`src/rtl/fft_bitrev_reader_if.sv`:
```
// fft_bitrev_reader_if: sample RAM read port and natural-order output stream
interface fft_bitrev_reader_if #(parameter int ADDR_W = 5, parameter int DATA_W = 32);
  logic              rd_en;
  logic [ADDR_W-1:0] rd_addr;
  logic [DATA_W-1:0] rd_data;
  logic              out_valid;
  logic              out_ready;
  logic [DATA_W-1:0] out_data;
  logic [ADDR_W-1:0] out_index;
  logic              out_last;
  modport master (output rd_en, rd_addr, out_valid, out_data, out_index, out_last,
                  input  rd_data, out_ready);
  modport slave  (input  rd_en, rd_addr, out_valid, out_data, out_index, out_last,
                  output rd_data, out_ready);
endinterface

```
`src/rtl/fft_bitrev_reader.sv`:
```
// fft_bitrev_reader: reads one frame from the sample RAM in bit-reversed order and streams it out
// in natural order through a 2-entry buffer that absorbs the one-cycle RAM latency.
module fft_bitrev_reader #(parameter int ADDR_W = 5, parameter int DATA_W = 32) (
  input  logic clk,
  input  logic clr_n,
  input  logic en,
  input  logic start,
  output logic busy,
  output logic done,
  fft_bitrev_reader_if.master bus
);
  localparam int EW = ADDR_W + DATA_W;
  typedef enum logic [1:0] {IDLE, RUN, DONE} state_t;
  state_t            r_state, w_next;
  logic [ADDR_W:0]   r_k_iss;
  logic [ADDR_W-1:0] r_k_out, r_tag, r_addr, w_rev;
  logic              r_inflight;
  logic [1:0]        r_cnt;
  logic [EW-1:0]     r_s0, r_s1, w_in, w_head;
  logic              w_go, w_pop, w_credit, w_issue;
  for (genvar i = 0; i < ADDR_W; i++) begin : g_rev
    assign w_rev[i] = r_k_iss[ADDR_W-1-i];
  end
  assign w_go  = (r_state == IDLE) & start & en;
  assign w_in  = {r_tag, bus.rd_data};
  // RAM data landing into an empty buffer is presented the same cycle it arrives
  assign w_head        = (r_cnt == 2'd0 && r_inflight) ? w_in : r_s0;
  assign bus.out_valid = (r_cnt != 2'd0) | r_inflight;
  assign w_pop         = bus.out_valid & bus.out_ready;
  assign w_credit      = ({1'b0, r_cnt} + {2'b0, r_inflight}) < (3'd2 + {2'b0, w_pop});
  assign w_issue       = (r_state == RUN) & ~r_k_iss[ADDR_W] & en & w_credit;
  assign bus.rd_en     = w_issue;
  assign bus.rd_addr   = w_issue ? w_rev : r_addr;
  assign {bus.out_index, bus.out_data} = w_head;
  assign bus.out_last  = bus.out_valid & (w_head[EW-1:DATA_W] == '1);
  assign busy = r_state == RUN;
  assign done = r_state == DONE;
  always_comb begin
    w_next = (r_state == IDLE) ? (w_go ? RUN : IDLE) :
             (r_state == RUN)  ? ((w_pop && r_k_out == '1) ? DONE : RUN) : IDLE;
  end
  always_ff @(posedge clk or negedge clr_n) begin
    if (!clr_n) r_state <= IDLE;
    else r_state <= w_next;
  end
  always_ff @(posedge clk or negedge clr_n) begin
    if (!clr_n) begin
      r_k_iss    <= '0;
      r_k_out    <= '0;
      r_tag      <= '0;
      r_addr     <= '0;
      r_inflight <= 1'b0;
      r_cnt      <= '0;
      r_s0       <= '0;
      r_s1       <= '0;
    end else begin
      r_inflight <= w_issue;
      if (w_issue) begin
        r_tag  <= r_k_iss[ADDR_W-1:0];
        r_addr <= w_rev;
      end
      r_k_iss <= w_go ? '0 : r_k_iss + (ADDR_W+1)'(w_issue);
      r_k_out <= w_go ? '0 : r_k_out + ADDR_W'(w_pop);
      r_cnt   <= r_cnt + {1'b0, r_inflight} - {1'b0, w_pop};
      // credit guarantees no arrival while two entries are held
      if (w_pop && r_cnt == 2'd2) r_s0 <= r_s1;
      else if (r_inflight && (r_cnt == 2'd0 || (w_pop && r_cnt == 2'd1))) r_s0 <= w_in;
      if (r_inflight) r_s1 <= w_in;
    end
  end
endmodule

```
`src/flat_wrapper.sv`:
```
// flat-port wrapper written by rule: the top's interface ports become plain ports
module fft_bitrev_reader_flat 
#(parameter int ADDR_W = 5, parameter int DATA_W = 32)
  (clk, clr_n, en, start, busy, done, bus_rd_en, bus_rd_addr, bus_out_valid, bus_out_data, bus_out_index, bus_out_last, bus_rd_data, bus_out_ready);
  fft_bitrev_reader_if #(.ADDR_W(ADDR_W), .DATA_W(DATA_W)) bus_i ();
  input  logic clk;
  input  logic clr_n;
  input  logic en;
  input  logic start;
  output logic busy;
  output logic done;
  output wire logic [$bits(bus_i.rd_en)-1:0] bus_rd_en;
  output wire logic [$bits(bus_i.rd_addr)-1:0] bus_rd_addr;
  output wire logic [$bits(bus_i.out_valid)-1:0] bus_out_valid;
  output wire logic [$bits(bus_i.out_data)-1:0] bus_out_data;
  output wire logic [$bits(bus_i.out_index)-1:0] bus_out_index;
  output wire logic [$bits(bus_i.out_last)-1:0] bus_out_last;
  input wire logic [$bits(bus_i.rd_data)-1:0] bus_rd_data;
  input wire logic [$bits(bus_i.out_ready)-1:0] bus_out_ready;
  assign bus_rd_en = bus_i.rd_en;
  assign bus_rd_addr = bus_i.rd_addr;
  assign bus_out_valid = bus_i.out_valid;
  assign bus_out_data = bus_i.out_data;
  assign bus_out_index = bus_i.out_index;
  assign bus_out_last = bus_i.out_last;
  assign bus_i.rd_data = bus_rd_data;
  assign bus_i.out_ready = bus_out_ready;
  fft_bitrev_reader #(.ADDR_W(ADDR_W), .DATA_W(DATA_W)) u_core (.clk(clk), .clr_n(clr_n), .en(en), .start(start), .busy(busy), .done(done), .bus(bus_i));
endmodule
```
`config.mk`:
```
export PLATFORM = sky130hd
export DESIGN_NAME = fft_bitrev_reader_flat
export DESIGN_NICKNAME = d
export VERILOG_FILES = /design/src/rtl/fft_bitrev_reader_if.sv /design/src/rtl/fft_bitrev_reader.sv /design/src/flat_wrapper.sv
export SDC_FILE = /design/constraint.sdc
export NUM_CORES = 1
export LEC_CHECK = 0
export BUFFER_PORTS_ARGS = -buffer_cell sky130_fd_sc_hd__buf_2
export CORE_UTILIZATION = 55
export DETAILED_ROUTE_END_ITERATION = 8
export HOLD_SLACK_MARGIN = 0.12
export PLACE_DENSITY = 0.79
export SETUP_SLACK_MARGIN = 0.15
export SYNTH_ARGS = -nofsm -noshare
export SYNTH_HDL_FRONTEND = slang
export SYNTH_SLANG_ARGS = --single-unit
```
`constraint.sdc`:
```
create_clock -name clk -period 2.8 [get_ports clk]
set_clock_uncertainty 0.2 [all_clocks]
set_input_delay 0.28 -clock clk [delete_from_list [all_inputs] [get_ports clk]]
set_output_delay 0.28 -clock clk [all_outputs]
set_load 0.03 [all_outputs]
```
======== Word-level counts from Yosys, hierarchy flattened ========
Cells that the tools add are included.
W data, S select, Z words.
operators by class
  shift-type cells ........................ 0
  add/sub/neg operators ................... 6
  reduce and logical (&&, ||, !) cells .... 10
  divide/modulo/power cells ............... 0
  order comparisons ....................... 1
  equality and inequality tests ........... 6
  bitwise gates (word level) .............. 9
  muxes and demuxes ....................... 10
  multiply operators ...................... 0
operators with widths
  cell                   number
  $mux W37               3
  $eq A5 B5 Y1 const B   2
  $mux W5                2
  $and A1 B1 Y1          7
  $add A6 B1 Y6          1
  $mux W2                3
  $mux W6                1
  $add A5 B1 Y5          1
  $logic_and A1 B1 Y1    5
  $eq A2 B1 Y1 const B   2
  $eq A2 B2 Y1 const B   2
  $logic_not A2 Y1       2
  $reduce_bool A2 Y1     2
  $add A2 B1 Y3          1
  $add A2 B1 Y3 const A  1
  $lt A3 B3 Y1           1
  $add A2 B1 Y2          1
  $sub A2 B1 Y2          1
  $logic_or A1 B1 Y1     1
  $mux W1                1
  $not A1 Y1             1
  $or A1 B1 Y1           1
word-level totals
  output and inout bits ................... 47
  RAM bits ................................ 0
  latch bits .............................. 0
  memories kept ........................... 0
  register bits ........................... 100
  bits of input ports ..................... 37
  bits in read-only memories .............. 0

======== Depth between registers and ports, before layout ========
  depth in word-level cells ............... 8
  mapped depth ............................ 11
  depth with buffers taken out ............ 10

======== Least setup slack after synthesis ========
No wires, ideal clock.
  kind .................................... register to register
  start ................................... register u_core.r_cnt[0]
  end ..................................... register u_core.r_k_iss[4]
  slack ................................... 0.256 ns
  stages on the path, launching flop included .. 12
  period minus slack after synthesis ...... 2.544 ns
  setup time .............................. 0.131 ns
  path buffers ............................ 1
  arrival time ............................ 2.213 ns
  required time ........................... 2.469 ns
  cells stage by stage .................... dfrtp_1 -> ha_1 -> ha_1 -> nor4b_1 -> nand2_1 -> buf_2 -> inv_1 -> ha_1 -> ha_1 -> nand3_1 -> xor2_1 -> nor2_1
on the way
  cells in the longest elaborated chain, start to end .. 8
  elaborated cells between the ends (all ways) .. 9
  classes of those cells .................. 3 x add/sub; 1 x order compare; 1 x mux; 3 x bitwise; 1 x reduce/logical
RTL lines
  element                   RTL line                 RTL
  start: declaration        fft_bitrev_reader.sv:18  logic [1:0] r_cnt;
  start signal: assignment  fft_bitrev_reader.sv:64  r_cnt <= r_cnt + {1'b0, r_inflight} - {1'b0, w_pop};
  $reduce_bool A2 Y1        fft_bitrev_reader.sv:28  assign bus.out_valid = (r_cnt != 2'd0) | r_inflight;
  $or A1 B1 Y1              fft_bitrev_reader.sv:28
  $and A1 B1 Y1             fft_bitrev_reader.sv:29  assign w_pop = bus.out_valid & bus.out_ready;
  $add A2 B1 Y3             fft_bitrev_reader.sv:30  assign w_credit = ({1'b0, r_cnt} + {2'b0, r_inflight}) < (3'd2 + {2'b0, w_pop});
  $lt A3 B3 Y1 (*)          fft_bitrev_reader.sv:30
  $and A1 B1 Y1 (*)         fft_bitrev_reader.sv:31  assign w_issue = (r_state == RUN) & ~r_k_iss[ADDR_W] & en & w_credit;
  named net bus_rd_en       flat_wrapper.sv:12       output wire logic [$bits(bus_i.rd_en)-1:0] bus_rd_en;
  $add A6 B1 Y6 (*)         fft_bitrev_reader.sv:62  r_k_iss <= w_go ? '0 : r_k_iss + (ADDR_W+1)'(w_issue);
  $mux W6 (*)               fft_bitrev_reader.sv:62
  end signal: assignment    fft_bitrev_reader.sv:62
  end: declaration          fft_bitrev_reader.sv:15  logic [ADDR_W:0] r_k_iss;
The timed path passes the listed nets; every way through them passes the cells marked *.
A chain may end at the register's enable or synchronous reset.

======== Worst setup path in the final report ========
  start ................................... register u_core.r_inflight
  end ..................................... output bus_rd_addr[0]
on the way
  cells in the longest elaborated chain, start to end .. 6
  elaborated cells between the ends (all ways) .. 7
  classes of those cells .................. 2 x add/sub; 1 x order compare; 1 x mux; 3 x bitwise
RTL lines
  element                   RTL line                 RTL
  start: declaration        fft_bitrev_reader.sv:17  logic r_inflight;
  start signal: assignment  fft_bitrev_reader.sv:57  r_inflight <= w_issue;
  $or A1 B1 Y1              fft_bitrev_reader.sv:28
  $and A1 B1 Y1             fft_bitrev_reader.sv:29
  $add A2 B1 Y3             fft_bitrev_reader.sv:30
  $lt A3 B3 Y1 (*)          fft_bitrev_reader.sv:30
  $and A1 B1 Y1 (*)         fft_bitrev_reader.sv:31
  $mux W5 (*)               fft_bitrev_reader.sv:33  assign bus.rd_addr = w_issue ? w_rev : r_addr;
  end: declaration          flat_wrapper.sv:13       output wire logic [$bits(bus_i.rd_addr)-1:0] bus_rd_addr;
Mark *: on every way between the ends. The rest lies on a longest branch, timed or not.

==> metrics <==
Area Growth Syn to Fin 25.7%; GPL Wtd Cong 0.700; commonest non-fill, non-tap cell in the layout mux2_2; hold endpoint u_core.r_k_out[4]$_DFF_PN0_; DRT antenna net count 0; CTS buffer count 9; WP data required 2.32 ns; vias 3107; CP Launch Type flop; outcome finished clean; number of global-route vias before repair 3173; internal power 0.00438 W; VDD IR max 0.804 mV; Finish-stage setup viols 0; vias per cell 5.35; Synth Cell Area 4810 um2; Mapped Nets 392; switching power 0.00287 W; CTS tree yes; share of layout cells above drive strength 1 49.6%; DRC 0; met1 usage 27.6%; Die Y 95.5 um; Starting Density 57.6%; R2R setup slack 0.37 ns; Pre-antenna DRT Iters 6; Lkg Pwr 2.71 nW; die width 95.5 um; largest net degree at the start of global routing 60; Tightest Pin Transition 0.764 ns; WS Path Type flop to output pin; critical path endpoint category output pin; GRT overflow 0; clock share of power 11.5%; commonest non-fill, non-tap cells in the layout mux2_2 (113), dfrtp_1 (98), buf_2 (78), mux2_1 (40), dlygate4sd3_1 (34); fin nets 516; Hold Crit Depth 5; gr usage total 21.5%; gate count of the mapped netlist 347; reg-to-reg startpoint u_core.r_inflight$_DFF_PN0_; global-route wire length before repair 14.8 mm; Max Freq 382 MHz; HPWL after detailed placement 5.74 mm; Final Hold Vio Count 0; initial DRC count 76; final WL 9.41 mm; met3 Usage GRT 4.23%; number of max-cap violations 0; Comb pwr share 52.6%; Hold WC Path Type primary input to flop; power share of the sequential group 35.9%; Slew HR 49.1%; switch share 39.6%; CTS HTree Levels 3; met2 usage 35.8%; worst endpoint data arrival time 2.13 ns; Most Crowded Layer GR met2; initial antenna violation count 0; Ports 84; Pins Over Slew Limit 0; row cnt 33; I/O Buffers 83; post-synthesis cell type count 29; CORE AREA 8340 um2; Yosys reg bits 100; average cell area after synthesis 13.9 um2; clk_lat worst skew 0.36 ns; power per cell area 1200 nW/um2; clock sink count 100; reg2reg end u_core.r_k_iss[5]$_DFF_PN0_; Total Neg Setup Slack 0 ns; Max Root-Sink Buffers 2; hold path start en; # diodes 0; Seq/Total Area, Yosys 52.1%; worst reg-to-reg path cell count 11; clock transition at the registers of the reported paths 0.09 ns; fin area 6040 um2; WL/cell 16.2 um; Cell Area, Placed 5380 um2; Worst Path Max Fanout 5; final worst-path cycle share 93.4%; synth warn 0; Root Buffer clkbuf_8; final worst path period need 2.61 ns; RSZ-0062 raised after global routing yes; die area 9120 um2
==> cells in the mapped netlist <==
master	n	area share, %
mux2_1	45	11
buf_2	12	1.2
buf_1	3	0.23
nor4_1	1	0.13
o21bai_1	1	0.16
and4_1	1	0.18
and2b_1	1	0.16
o21ai_0	1	0.10
buf_6	1	0.23
xnor2_1	5	0.91
dfrtp_1	100	52
nor3_1	4	0.42
clkbuf_1	1	0.078
mux2i_1	2	0.42
nor2_1	11	0.86
mux2_2	109	26
a21oi_1	2	0.21
a31oi_1	1	0.13
ha_1	8	2.1
xor2_1	4	0.73
nor4b_1	1	0.18
nor3b_1	1	0.16
nand2b_1	3	0.39
buf_4	1	0.16
o21ai_1	2	0.21
nand2_1	7	0.55
nor2b_1	6	0.78
inv_1	7	0.55
nand3_1	6	0.62
==> critical path: stages (launching register included) <==
cell	delay [ns]
dfrtp_2	0.47
ha_4	0.18
ha_4	0.15
nor4b_4	0.28
nand2_2	0.10
buf_6	0.14
mux2_4	0.31
buf_6	0.14
==> logic make-up (layout without fill, tap and decap cells) <==
logic type	count (synthesis)	count (layout)	share of synthesized area, %
and+or+nand+nor	42	42	4.43
AOI/OAI and AO/OA	7	7	0.807
xor gates and xnor gates	9	9	1.64
DFF	100	100	52.1
muxes	156	156	36.5
buffers and inverters	25	154	2.50
adders and majority gates	8	8	2.08
==> per-layer routing <==
layer | wire length, um | share of wire [%]
met1 | 4230 | 45
met2 | 4610 | 49
met3 | 426 | 4.5
met4 | 148 | 1.6
met5 | 0 | 0
==> through the flow <==
step	power (W)	instances	hold WS [ns]	setup WS, ns	util, %
2_1_floorplan	0.00529	347	-0.216	0.256	-
3_3_place_gp	0.00606	526	0.199	0.331	64.5
3_5_place_dp	0.00619	526	0.200	0.309	64.5
4_1_cts	0.00720	578	0.202	0.134	71.5
5_1_grt	0.00775	581	0.273	0.0983	72.4
6_report	0.00726	581	0.239	0.185	72.4
==> power by group through the flow <==
stage	Combinational (W)	Clock (W)	Sequential [W]
floorplan	0.00280	0	0.00249
global placement	0.00348	0	0.00258
detailed placement	0.00356	0	0.00263
CTS	0.00375	0.000865	0.00259
global route	0.00411	0.000924	0.00272
finish	0.00381	0.000833	0.00261
==> registers in the layout, summed over array words and instances, names as in the netlist <==
register           cells
u_core.r_inflight      1
u_core.r_state         2
u_core.r_cnt           2
u_core.r_tag           5
u_core.r_addr          5
u_core.r_k_iss         6
u_core.r_k_out         5
u_core.r_s1           37
u_core.r_s0           37
==> cell type report <==
cell class	instances	area [um2]
multi-input combinational	222	2250
fill	575	2300
clock inverter	5	35.0
sequential	100	2500
clock buffer	11	141
timing repair buffer	131	950
tap	105	131
inverter	7	26.3
==> timing repair <==
action,CTS,global route
hold buffers,34,0
gates resized for setup,19,12
pin swaps,0,3
endpoints found under the setup margin,33,43
endpoints found under the hold margin,123,0
buffers inserted,2,2
gates cloned,0,1
==> worst max-delay path by stage <==
stage | from | endpoint | slack (ns) | depth (start not counted)
floorplan | u_core.r_cnt[0]$_DFF_PN0_ | u_core.r_k_iss[4]$_DFF_PN0_ | 0.26 | 11
finish | u_core.r_inflight$_DFF_PN0_ | bus_rd_addr[0] | 0.19 | 7
global placement | u_core.r_inflight$_DFF_PN0_ | u_core.r_s0[2]$_DFFE_PN0P_ | 0.33 | 6
detailed placement | u_core.r_inflight$_DFF_PN0_ | u_core.r_s0[15]$_DFFE_PN0P_ | 0.31 | 6
global route | u_core.r_inflight$_DFF_PN0_ | bus_rd_addr[0] | 0.1 | 7
CTS | u_core.r_inflight$_DFF_PN0_ | bus_rd_addr[3] | 0.13 | 7
(Power assumes the default switching activity.)
